$ cat src/rtl/fp_norm_pkg.sv
// Shared types and constants for the FP add/sub normalization controller.
package fp_norm_pkg;

  localparam int MANT_W = 24;
  localparam int EXP_W  = 8;
  localparam int LZC_W  = 5;

  localparam logic [EXP_W-1:0] EXP_MAX = '1;

  localparam int FLAG_OVF  = 2;
  localparam int FLAG_UNF  = 1;
  localparam int FLAG_ZERO = 0;

  typedef enum logic [1:0] {
    IDLE  = 2'd0,
    SHIFT = 2'd1,
    DONE  = 2'd2
  } state_t;

  // A nonzero mantissa can have at most MANT_W-1 leading zeros.
  function automatic logic [LZC_W-1:0] clamp_lzc(input logic [LZC_W-1:0] lzc);
    if (lzc > LZC_W'(MANT_W - 1)) return LZC_W'(MANT_W - 1);
    return lzc;
  endfunction

endpackage

$ cat src/rtl/fp_norm_ctrl_if.sv
// Operand/result bus of the normalization controller.
// Both sides use valid/ready: a transfer happens on a rising clk edge where
// valid and ready are both high; valid holds its payload stable until then.
interface fp_norm_ctrl_if;
  import fp_norm_pkg::*;

  logic              in_valid;
  logic              in_ready;
  logic [MANT_W:0]   in_mant;
  logic [EXP_W-1:0]  in_exp;
  logic              in_sign;
  logic [LZC_W-1:0]  lzc;

  logic              out_valid;
  logic              out_ready;
  logic [MANT_W-1:0] out_mant;
  logic [EXP_W-1:0]  out_exp;
  logic              out_sign;
  logic              out_guard;
  logic [2:0]        out_flags;
  logic              busy;

  modport master (
    output in_valid, in_mant, in_exp, in_sign, lzc, out_ready,
    input  in_ready, out_valid, out_mant, out_exp, out_sign, out_guard,
           out_flags, busy
  );

  modport slave (
    input  in_valid, in_mant, in_exp, in_sign, lzc, out_ready,
    output in_ready, out_valid, out_mant, out_exp, out_sign, out_guard,
           out_flags, busy
  );

endinterface

$ cat src/rtl/fp_norm_step_shifter.sv
// Combinational left shift by min(amt, MAX_STEP); reports the distance used.
module fp_norm_step_shifter #(
  parameter int W        = 24,
  parameter int AMT_W    = 5,
  parameter int MAX_STEP = 8
) (
  input  logic [W-1:0]     din,
  input  logic [AMT_W-1:0] amt,
  output logic [W-1:0]     dout,
  output logic [AMT_W-1:0] step
);

  localparam logic [AMT_W-1:0] MAX_AMT = AMT_W'(MAX_STEP);

  always_comb begin
    step = (amt > MAX_AMT) ? MAX_AMT : amt;
    dout = din << step;
  end

endmodule

$ cat src/rtl/fp_norm_ctrl.sv
// Multi-cycle normalization controller (IDLE -> [SHIFT] -> DONE).
// FP_NORM_GUARD_EN: register the bit lost on a carry right-shift to out_guard.
module fp_norm_ctrl
  import fp_norm_pkg::*;
#(
  parameter int MAX_STEP = 8
) (
  input  logic             clk,
  input  logic             rst,
  fp_norm_ctrl_if.slave    bus,
  output state_t           dbg_state
);

  state_t              state_q, state_d;
  logic [MANT_W-1:0]   mant_q, mant_d;
  logic [EXP_W-1:0]    exp_q, exp_d;
  logic                sign_q, sign_d;
  logic                guard_q, guard_d;
  logic [2:0]          flags_q, flags_d;
  logic [LZC_W-1:0]    rem_q, rem_d;

  logic [MANT_W-1:0]   shift_mant;
  logic [LZC_W-1:0]    step;
  logic [LZC_W-1:0]    lzc_c;
  logic [LZC_W-1:0]    target;
  logic [EXP_W-1:0]    exp_inc;

  fp_norm_step_shifter #(
    .W       (MANT_W),
    .AMT_W   (LZC_W),
    .MAX_STEP(MAX_STEP)
  ) u_shifter (
    .din (mant_q),
    .amt (rem_q),
    .dout(shift_mant),
    .step(step)
  );

  always_ff @(posedge clk or posedge rst) begin
    if (rst) begin
      state_q <= IDLE;
      mant_q  <= '0;
      exp_q   <= '0;
      sign_q  <= 1'b0;
      guard_q <= 1'b0;
      flags_q <= '0;
      rem_q   <= '0;
    end else begin
      state_q <= state_d;
      mant_q  <= mant_d;
      exp_q   <= exp_d;
      sign_q  <= sign_d;
      guard_q <= guard_d;
      flags_q <= flags_d;
      rem_q   <= rem_d;
    end
  end

  always_comb begin
    state_d = state_q;
    mant_d  = mant_q;
    exp_d   = exp_q;
    sign_d  = sign_q;
    guard_d = guard_q;
    flags_d = flags_q;
    rem_d   = rem_q;
    lzc_c   = clamp_lzc(bus.lzc);
    target  = '0;
    exp_inc = bus.in_exp + EXP_W'(1);

    case (state_q)
      IDLE: begin
        if (bus.in_valid) begin
          sign_d  = bus.in_sign;
          guard_d = 1'b0;
          flags_d = '0;
          rem_d   = '0;
          state_d = DONE;
          if (bus.in_mant[MANT_W]) begin
            mant_d = bus.in_mant[MANT_W:1];
            exp_d  = exp_inc;
`ifdef FP_NORM_GUARD_EN
            guard_d = bus.in_mant[0];
`endif
            if (exp_inc == EXP_MAX) begin
              mant_d            = '0;
              flags_d[FLAG_OVF] = 1'b1;
            end
          end else if (bus.in_mant == '0) begin
            mant_d             = '0;
            exp_d              = '0;
            flags_d[FLAG_ZERO] = 1'b1;
          end else if (bus.in_exp == '0) begin
            mant_d = bus.in_mant[MANT_W-1:0];
            exp_d  = '0;
          end else begin
            mant_d = bus.in_mant[MANT_W-1:0];
            exp_d  = bus.in_exp;
            // Shifting past exponent 1 would go negative: stop there and denormalize.
            if (EXP_W'(lzc_c) < bus.in_exp) begin
              target = lzc_c;
            end else begin
              target            = LZC_W'(bus.in_exp - EXP_W'(1));
              flags_d[FLAG_UNF] = 1'b1;
            end
            if (target == '0) begin
              if (flags_d[FLAG_UNF]) exp_d = '0;
            end else begin
              rem_d   = target;
              state_d = SHIFT;
            end
          end
        end
      end

      SHIFT: begin
        mant_d = shift_mant;
        exp_d  = exp_q - EXP_W'(step);
        rem_d  = rem_q - step;
        if (rem_q == step) begin
          state_d = DONE;
          if (flags_q[FLAG_UNF]) exp_d = '0;
        end
      end

      DONE: begin
        if (bus.out_ready) state_d = IDLE;
      end

      default: state_d = IDLE;
    endcase
  end

  assign bus.in_ready  = (state_q == IDLE);
  assign bus.out_valid = (state_q == DONE);
  assign bus.busy      = (state_q == SHIFT) || (state_q == DONE);
  assign bus.out_mant  = mant_q;
  assign bus.out_exp   = exp_q;
  assign bus.out_sign  = sign_q;
  assign bus.out_guard = guard_q;
  assign bus.out_flags = flags_q;
  assign dbg_state     = state_q;

endmodule

$ cat src/flat_wrapper.sv
// flat-port wrapper written by rule: the top's interface ports become plain ports
module fp_norm_ctrl_flat import fp_norm_pkg::*;
#(
  parameter int MAX_STEP = 8
)
  (clk, rst, dbg_state, bus_in_valid, bus_in_mant, bus_in_exp, bus_in_sign, bus_lzc, bus_out_ready, bus_in_ready, bus_out_valid, bus_out_mant, bus_out_exp, bus_out_sign, bus_out_guard, bus_out_flags, bus_busy);
  fp_norm_ctrl_if bus_i ();
  input  logic clk;
  input  logic rst;
  output state_t dbg_state;
  input wire logic [$bits(bus_i.in_valid)-1:0] bus_in_valid;
  input wire logic [$bits(bus_i.in_mant)-1:0] bus_in_mant;
  input wire logic [$bits(bus_i.in_exp)-1:0] bus_in_exp;
  input wire logic [$bits(bus_i.in_sign)-1:0] bus_in_sign;
  input wire logic [$bits(bus_i.lzc)-1:0] bus_lzc;
  input wire logic [$bits(bus_i.out_ready)-1:0] bus_out_ready;
  output wire logic [$bits(bus_i.in_ready)-1:0] bus_in_ready;
  output wire logic [$bits(bus_i.out_valid)-1:0] bus_out_valid;
  output wire logic [$bits(bus_i.out_mant)-1:0] bus_out_mant;
  output wire logic [$bits(bus_i.out_exp)-1:0] bus_out_exp;
  output wire logic [$bits(bus_i.out_sign)-1:0] bus_out_sign;
  output wire logic [$bits(bus_i.out_guard)-1:0] bus_out_guard;
  output wire logic [$bits(bus_i.out_flags)-1:0] bus_out_flags;
  output wire logic [$bits(bus_i.busy)-1:0] bus_busy;
  assign bus_i.in_valid = bus_in_valid;
  assign bus_i.in_mant = bus_in_mant;
  assign bus_i.in_exp = bus_in_exp;
  assign bus_i.in_sign = bus_in_sign;
  assign bus_i.lzc = bus_lzc;
  assign bus_i.out_ready = bus_out_ready;
  assign bus_in_ready = bus_i.in_ready;
  assign bus_out_valid = bus_i.out_valid;
  assign bus_out_mant = bus_i.out_mant;
  assign bus_out_exp = bus_i.out_exp;
  assign bus_out_sign = bus_i.out_sign;
  assign bus_out_guard = bus_i.out_guard;
  assign bus_out_flags = bus_i.out_flags;
  assign bus_busy = bus_i.busy;
  fp_norm_ctrl #(.MAX_STEP(MAX_STEP)) u_core (.clk(clk), .rst(rst), .bus(bus_i), .dbg_state(dbg_state));
endmodule
$ cat config.mk
export PLATFORM = sky130hd
export DESIGN_NAME = fp_norm_ctrl_flat
export DESIGN_NICKNAME = d
export VERILOG_FILES = /design/src/rtl/fp_norm_pkg.sv /design/src/rtl/fp_norm_ctrl_if.sv /design/src/rtl/fp_norm_step_shifter.sv /design/src/rtl/fp_norm_ctrl.sv /design/src/flat_wrapper.sv
export SDC_FILE = /design/constraint.sdc
export NUM_CORES = 1
export LEC_CHECK = 0
export BUFFER_PORTS_ARGS = -buffer_cell sky130_fd_sc_hd__buf_2
export CAP_MARGIN = 20
export CORE_MARGIN = 10
export CORE_UTILIZATION = 51
export CTS_CLUSTER_DIAMETER = 200
export DETAILED_ROUTE_END_ITERATION = 7
export MAX_ROUTING_LAYER = met4
export PLACE_DENSITY = 0.84
export SLEW_MARGIN = 40
export SYNTH_ARGS = -nofsm -noshare
export SYNTH_HDL_FRONTEND = slang
export SYNTH_SLANG_ARGS = --single-unit
$ cat constraint.sdc
create_clock -name clk -period 2.7 [get_ports clk]
set_clock_uncertainty 0.05 [all_clocks]
set_input_delay 0.27 -clock clk [delete_from_list [all_inputs] [get_ports clk]]
set_output_delay 0.27 -clock clk [all_outputs]
set_load 0.01 [all_outputs]
==> results by stage <==
Final layout:
- The final non-filler cell area is 4740 sq um.
- The post-route netlist has 26.7% of its cells at a drive strength greater than 1.
- The number of nets at the end of the flow is 625.
- The repair_antennas step left the layout with diodes totalling 0.
- The growth of design area from synthesis to finish is 16.4%.

Timing:
- The number of hold violations in the final report is 0.
- The worst-margin pin slew is 0.674 ns.
- The summed negative setup slack over all endpoints is 0 ns.
- Hold timing on the final database bottoms out at a slack of 0.0417 ns.
- The number of endpoints failing setup at the final stage is 0.
- The relative slew slack is 53.9%.
- Setup repair after global routing left no endpoint under its margin.
- The final critical path takes up 94.2% of the cycle.
- The final count of pins violating max slew came to 0.
- The achievable frequency is 393 MHz.
- Across all setup checks in the final design, the least slack found is 0.157 ns.
- Counting I/O delays and the setup requirement, the final critical path takes 2.54 ns.

Logic synthesis:
- The part of the Yosys area used for sequential elements is 26.4%.
- Yosys mapped a number of flops with a built-in enable equal to 0.
- The synthesized netlist devotes 1.72% of its cell area to XOR and XNOR gates.
- The most used flip-flop cell after synthesis is sky130_fd_sc_hd__dfrtp_1.
- Sorting the synthesized cells by area gives the leading types as sky130_fd_sc_hd__dfrtp_1 26%, sky130_fd_sc_hd__mux2i_1 8.4%, sky130_fd_sc_hd__ha_1 4.9%.
- The synthesized netlist devotes 28.7% of its cell area to compound gates.
- The most common cell in the synthesized netlist is sky130_fd_sc_hd__nor2_1.
- Counting every instance in the synthesized netlist gives 482.
- Counting flops with an async set or reset pin after synthesis yields a share of 100%.
- The mux share of post-synthesis cell area is 11.4%.
- The fraction of the mapped netlist area in adder cells is 5.41%.
- The cell taking the most area after synthesis is sky130_fd_sc_hd__dfrtp_1.
- The number of distinct library cell variants in the gate-level netlist after synthesis is 69.
- The area fraction in and, or, nand and nor cells after synthesis is 20.0%.
- In the synthesized netlist, the cells that appear most often are 47 x sky130_fd_sc_hd__nor2_1, 43 x sky130_fd_sc_hd__dfrtp_1, 34 x sky130_fd_sc_hd__mux2i_1.
- The Yosys step of the flow raised 0 warnings.
- The area of the mapped netlist is 4070 sq um.
- The number of register bits inferred by synthesis is 43.
- A synthesized cell averages 8.45 sq um.
- The area fraction of the dominant cell type after synthesis is 26.4%.
- The largest family of logic cells by synthesized area is compound AO/OA/AOI/OAI gates.

CTS:
- The clock insertion delay at the later pin of the skew report is 0.30 ns.
- The root buffer cell chosen for the clock tree is sky130_fd_sc_hd__clkbuf_8.
- TritonCTS built the clock tree.
- The deepest level of the CTS H-tree is 2.
- The clock tree buffer depth is 2.
- Clock-pin slew was measured on the worst setup and hold paths at 0.10 ns.
- TritonCTS created 5 clock buffers.
- The clock net sink count is 43.

Power:
- Net switching is 50.5% of the power.
- For this design the total switching power over the nets is 2460 uW.
- The ratio of total power to cell area is 1030 nW/um^2.
- The cell-internal power is 2410 uW.
- The share of total power in sequential cells is 27.8%.
- Per report_power, the combinational group accounts for 63.3% of the total.
- The leakage power summed over all cells is 0.00206 uW.
- Per report_power, the clock group accounts for 8.9% of the total.
- The peak ir drop on the vdd network is 0.000488 V.

Worst setup path:
- The required time of the critical path is 2.81 ns.
- The worst register-to-register path begins at u_core.dbg_state[1]$_DFFE_PP0P_.
- At the worst endpoint, the arrival time is 2.66 ns.
- The critical path runs through a total of 7 cells.
- The worst setup path is of the flip-flop to flip-flop kind.
- The slowest library cell on the worst path is sky130_fd_sc_hd__a221oi_1.
- For flop-to-flop paths, the worst setup slack is 0.16 ns.
- Traced cell by cell, the critical path runs through inv_1 -> ha_1 -> inv_2 -> o21ai_2 -> nand2_1 -> a221oi_1 -> nor4_1.
- The worst reg2reg path depth is 7.
- The largest fanout on the critical path is 12.
- On the critical path the largest part of the delay comes from compound AO/OA/AOI/OAI gates.
- The critical register-to-register path endpoint is u_core.bus.out_mant[21]$_DFFE_PP0P_.
- For this run, the slowest stage of the critical path takes 0.51 ns.
- The category of the worst setup path launch point is a flip-flop.
- The launching instance or port of the critical path is u_core.dbg_state[1]$_DFFE_PP0P_.
- The count of buffering cells on the critical path with inverters included is 2.
- The critical path capture point type is a flip-flop.

Drt:
- The count of nets left with antenna violations once routing finished came out at 0.
- The total vias in the final route is 4,403.
- The wire length per cell is 21.1 um.
- The number of DRC markers after the initial detailed-route iteration is 500.
- After detailed routing, the number of vias per cell comes to 6.59.
- The number of optimization iterations in the first detailed-route pass is 5.
- The routed wire length is 14,100 um.
- The final routed DRC violation total is 0.

GRT:
- The global-route wire length before repair is 22,500 um.
- The number of antenna violations at the first check in global routing is 0.
- The via count of the first global-routing pass was 4,290.
- Global routing consumed, over all layers together, 23.8% of the routing resources.
- The total global routing overflow is 0.
- The pin count of the biggest net entering global routing is 44.

Floorplan:
- The die height is 109 um.
- For this configuration, the core starts out at a cell density of 52.4%.
- Row generation in the floorplan step produced 32 rows.
- During I/O placement, the number of pins put on the boundary was 85.
- The die covers 12,000 sq um.
- Measured along the x axis, the die boundary spans 109 um.
- In this run the standard cell core region covers 7770 sq um.

Placed design:
- Routability-driven placement finished with a final weighted congestion of 1.02.
- The instance area at placement is 4650 sq um.
- The final HPWL from detailed placement is 10,700 um.
- OpenSTA, run right after detailed placement, puts the worst setup slack at 0.0580 ns.
- The number of buffers added on ports is 83.

Min path:
- The min-delay analysis places its worst path in the category primary input to asynchronous set/reset pin.

Flow run:
- Across the run, the number of max-cap violations was 0.

Run status:
- The flow ran to the end, and the final reports show no timing, DRC or antenna violations.
cell usage in the layout (no fill, tap or decap), types with 3 or more instances in the layout:
cell	synthesis	routed
sky130_fd_sc_hd__nand2b_1	5	5
sky130_fd_sc_hd__nand4_1	4	4
sky130_fd_sc_hd__o21ai_1	23	23
sky130_fd_sc_hd__a221oi_1	4	4
sky130_fd_sc_hd__o211ai_1	7	7
sky130_fd_sc_hd__nor2_1	47	47
sky130_fd_sc_hd__o22a_1	3	3
sky130_fd_sc_hd__xnor2_1	6	6
sky130_fd_sc_hd__buf_2	10	83
sky130_fd_sc_hd__o21ai_0	20	19
sky130_fd_sc_hd__nor3_1	16	16
sky130_fd_sc_hd__o31ai_1	4	4
sky130_fd_sc_hd__a22oi_1	12	12
sky130_fd_sc_hd__inv_1	16	16
sky130_fd_sc_hd__a21oi_1	19	19
sky130_fd_sc_hd__conb_1	2	3
sky130_fd_sc_hd__nor4_1	15	15
sky130_fd_sc_hd__a211oi_1	4	4
sky130_fd_sc_hd__nor2b_1	6	6
sky130_fd_sc_hd__ha_1	16	16
sky130_fd_sc_hd__nand2_1	32	32
sky130_fd_sc_hd__mux2i_1	34	34
sky130_fd_sc_hd__o221ai_1	3	3
sky130_fd_sc_hd__clkbuf_8	0	5
sky130_fd_sc_hd__or3_1	4	4
sky130_fd_sc_hd__a221oi_2	13	13
sky130_fd_sc_hd__a31oi_1	4	4
sky130_fd_sc_hd__mux4_2	4	4
sky130_fd_sc_hd__nand3_1	15	15
sky130_fd_sc_hd__o21a_1	3	3
sky130_fd_sc_hd__dfrtp_1	43	43
sky130_fd_sc_hd__a21o_1	4	4
sky130_fd_sc_hd__o22ai_1	14	14
sky130_fd_sc_hd__buf_4	4	27
per-stage QoR:
| step | std cells | total power (uW) | util (%) |
|---|---|---|---|
| global placement | 660 | 4270 | 59.8 |
| finish | 668 | 4880 | 61.1 |
| global route | 668 | 5210 | 61.1 |
| detailed placement | 660 | 4350 | 59.8 |
| floorplan | 483 | 3270 | - |
| CTS | 668 | 4780 | 60.9 |
power by group through the flow:
stage               Combinational, uW  Clock, uW  Sequential [uW]
floorplan                        1940          0             1330
global placement                 2940          0             1330
detailed placement               3000          0             1340
CTS                              3020        432             1330
global route                     3350        466             1390
finish                           3090        433             1360
area by class of cell:
type | count | area (sq um)
Clock inverter | 2 | 12.5
Fill cell | 726 | 3020
Multi-Input combinational cell | 386 | 2760
Tap cell | 102 | 128
Clock buffer | 6 | 72.6
Inverter | 19 | 73.8
Sequential cell | 43 | 1080
Timing Repair Buffer | 110 | 618
tightest hold or removal path, stage by stage:
cell,delay [ns]
sky130_fd_sc_hd__buf_2,0.09
sky130_fd_sc_hd__inv_1,0.04
sky130_fd_sc_hd__buf_4,0.47
flip-flops by register name, summed over array words and instances, names as in the netlist:
name                  flops
u_core.bus.out_mant      24
u_core.bus.out_exp        8
u_core.rem_q              5
u_core.bus.out_flags      3
u_core.dbg_state          2
u_core.bus.out_sign       1
worst max path at each step:
stage                                                to  slack [ns]
detailed placement    u_core.bus.out_exp[7]$_DFFE_PP0P_        0.06
finish              u_core.bus.out_mant[21]$_DFFE_PP0P_        0.16
global route          u_core.bus.out_exp[6]$_DFFE_PP0P_        0.02
CTS                   u_core.bus.out_exp[7]$_DFFE_PP0P_        0.04
global placement    u_core.bus.out_mant[16]$_DFFE_PP0P_        0.17
floorplan             u_core.bus.out_exp[6]$_DFFE_PP0P_        0.05
what timing repair did:
| action | in CTS | in global routing |
|---|---|---|
| setup endpoints to repair | 0 | 2 |
| resized for setup | 0 | 3 |
| buffers inserted | 0 | 0 |
| hold buffers | 0 | 0 |
logic make-up (layout without fill, tap and decap cells):
kind of cell | count (synthesis) | in the layout
compound gates | 156 | 156
simple gates | 161 | 161
buf+inv | 54 | 137
flops | 43 | 43
xor+xnor | 8 | 8
mux | 41 | 41
other cells | 2 | 3
fa+ha+maj | 17 | 17
metal layers:
metal / routed length (um) / share of wire, % / up-vias / track usage (%)
li1: - / - / 1999 / -
met1: 6010 / 43 / 2069 / 32.4
met2: 6230 / 44 / 300 / 35.8
met3: 1590 / 11 / 35 / 4.51
met4: 260 / 1.8 / 0 / 5.39
met5: 0 / 0 / - / -
No activity file was read; power rests on OpenSTA's default activity.
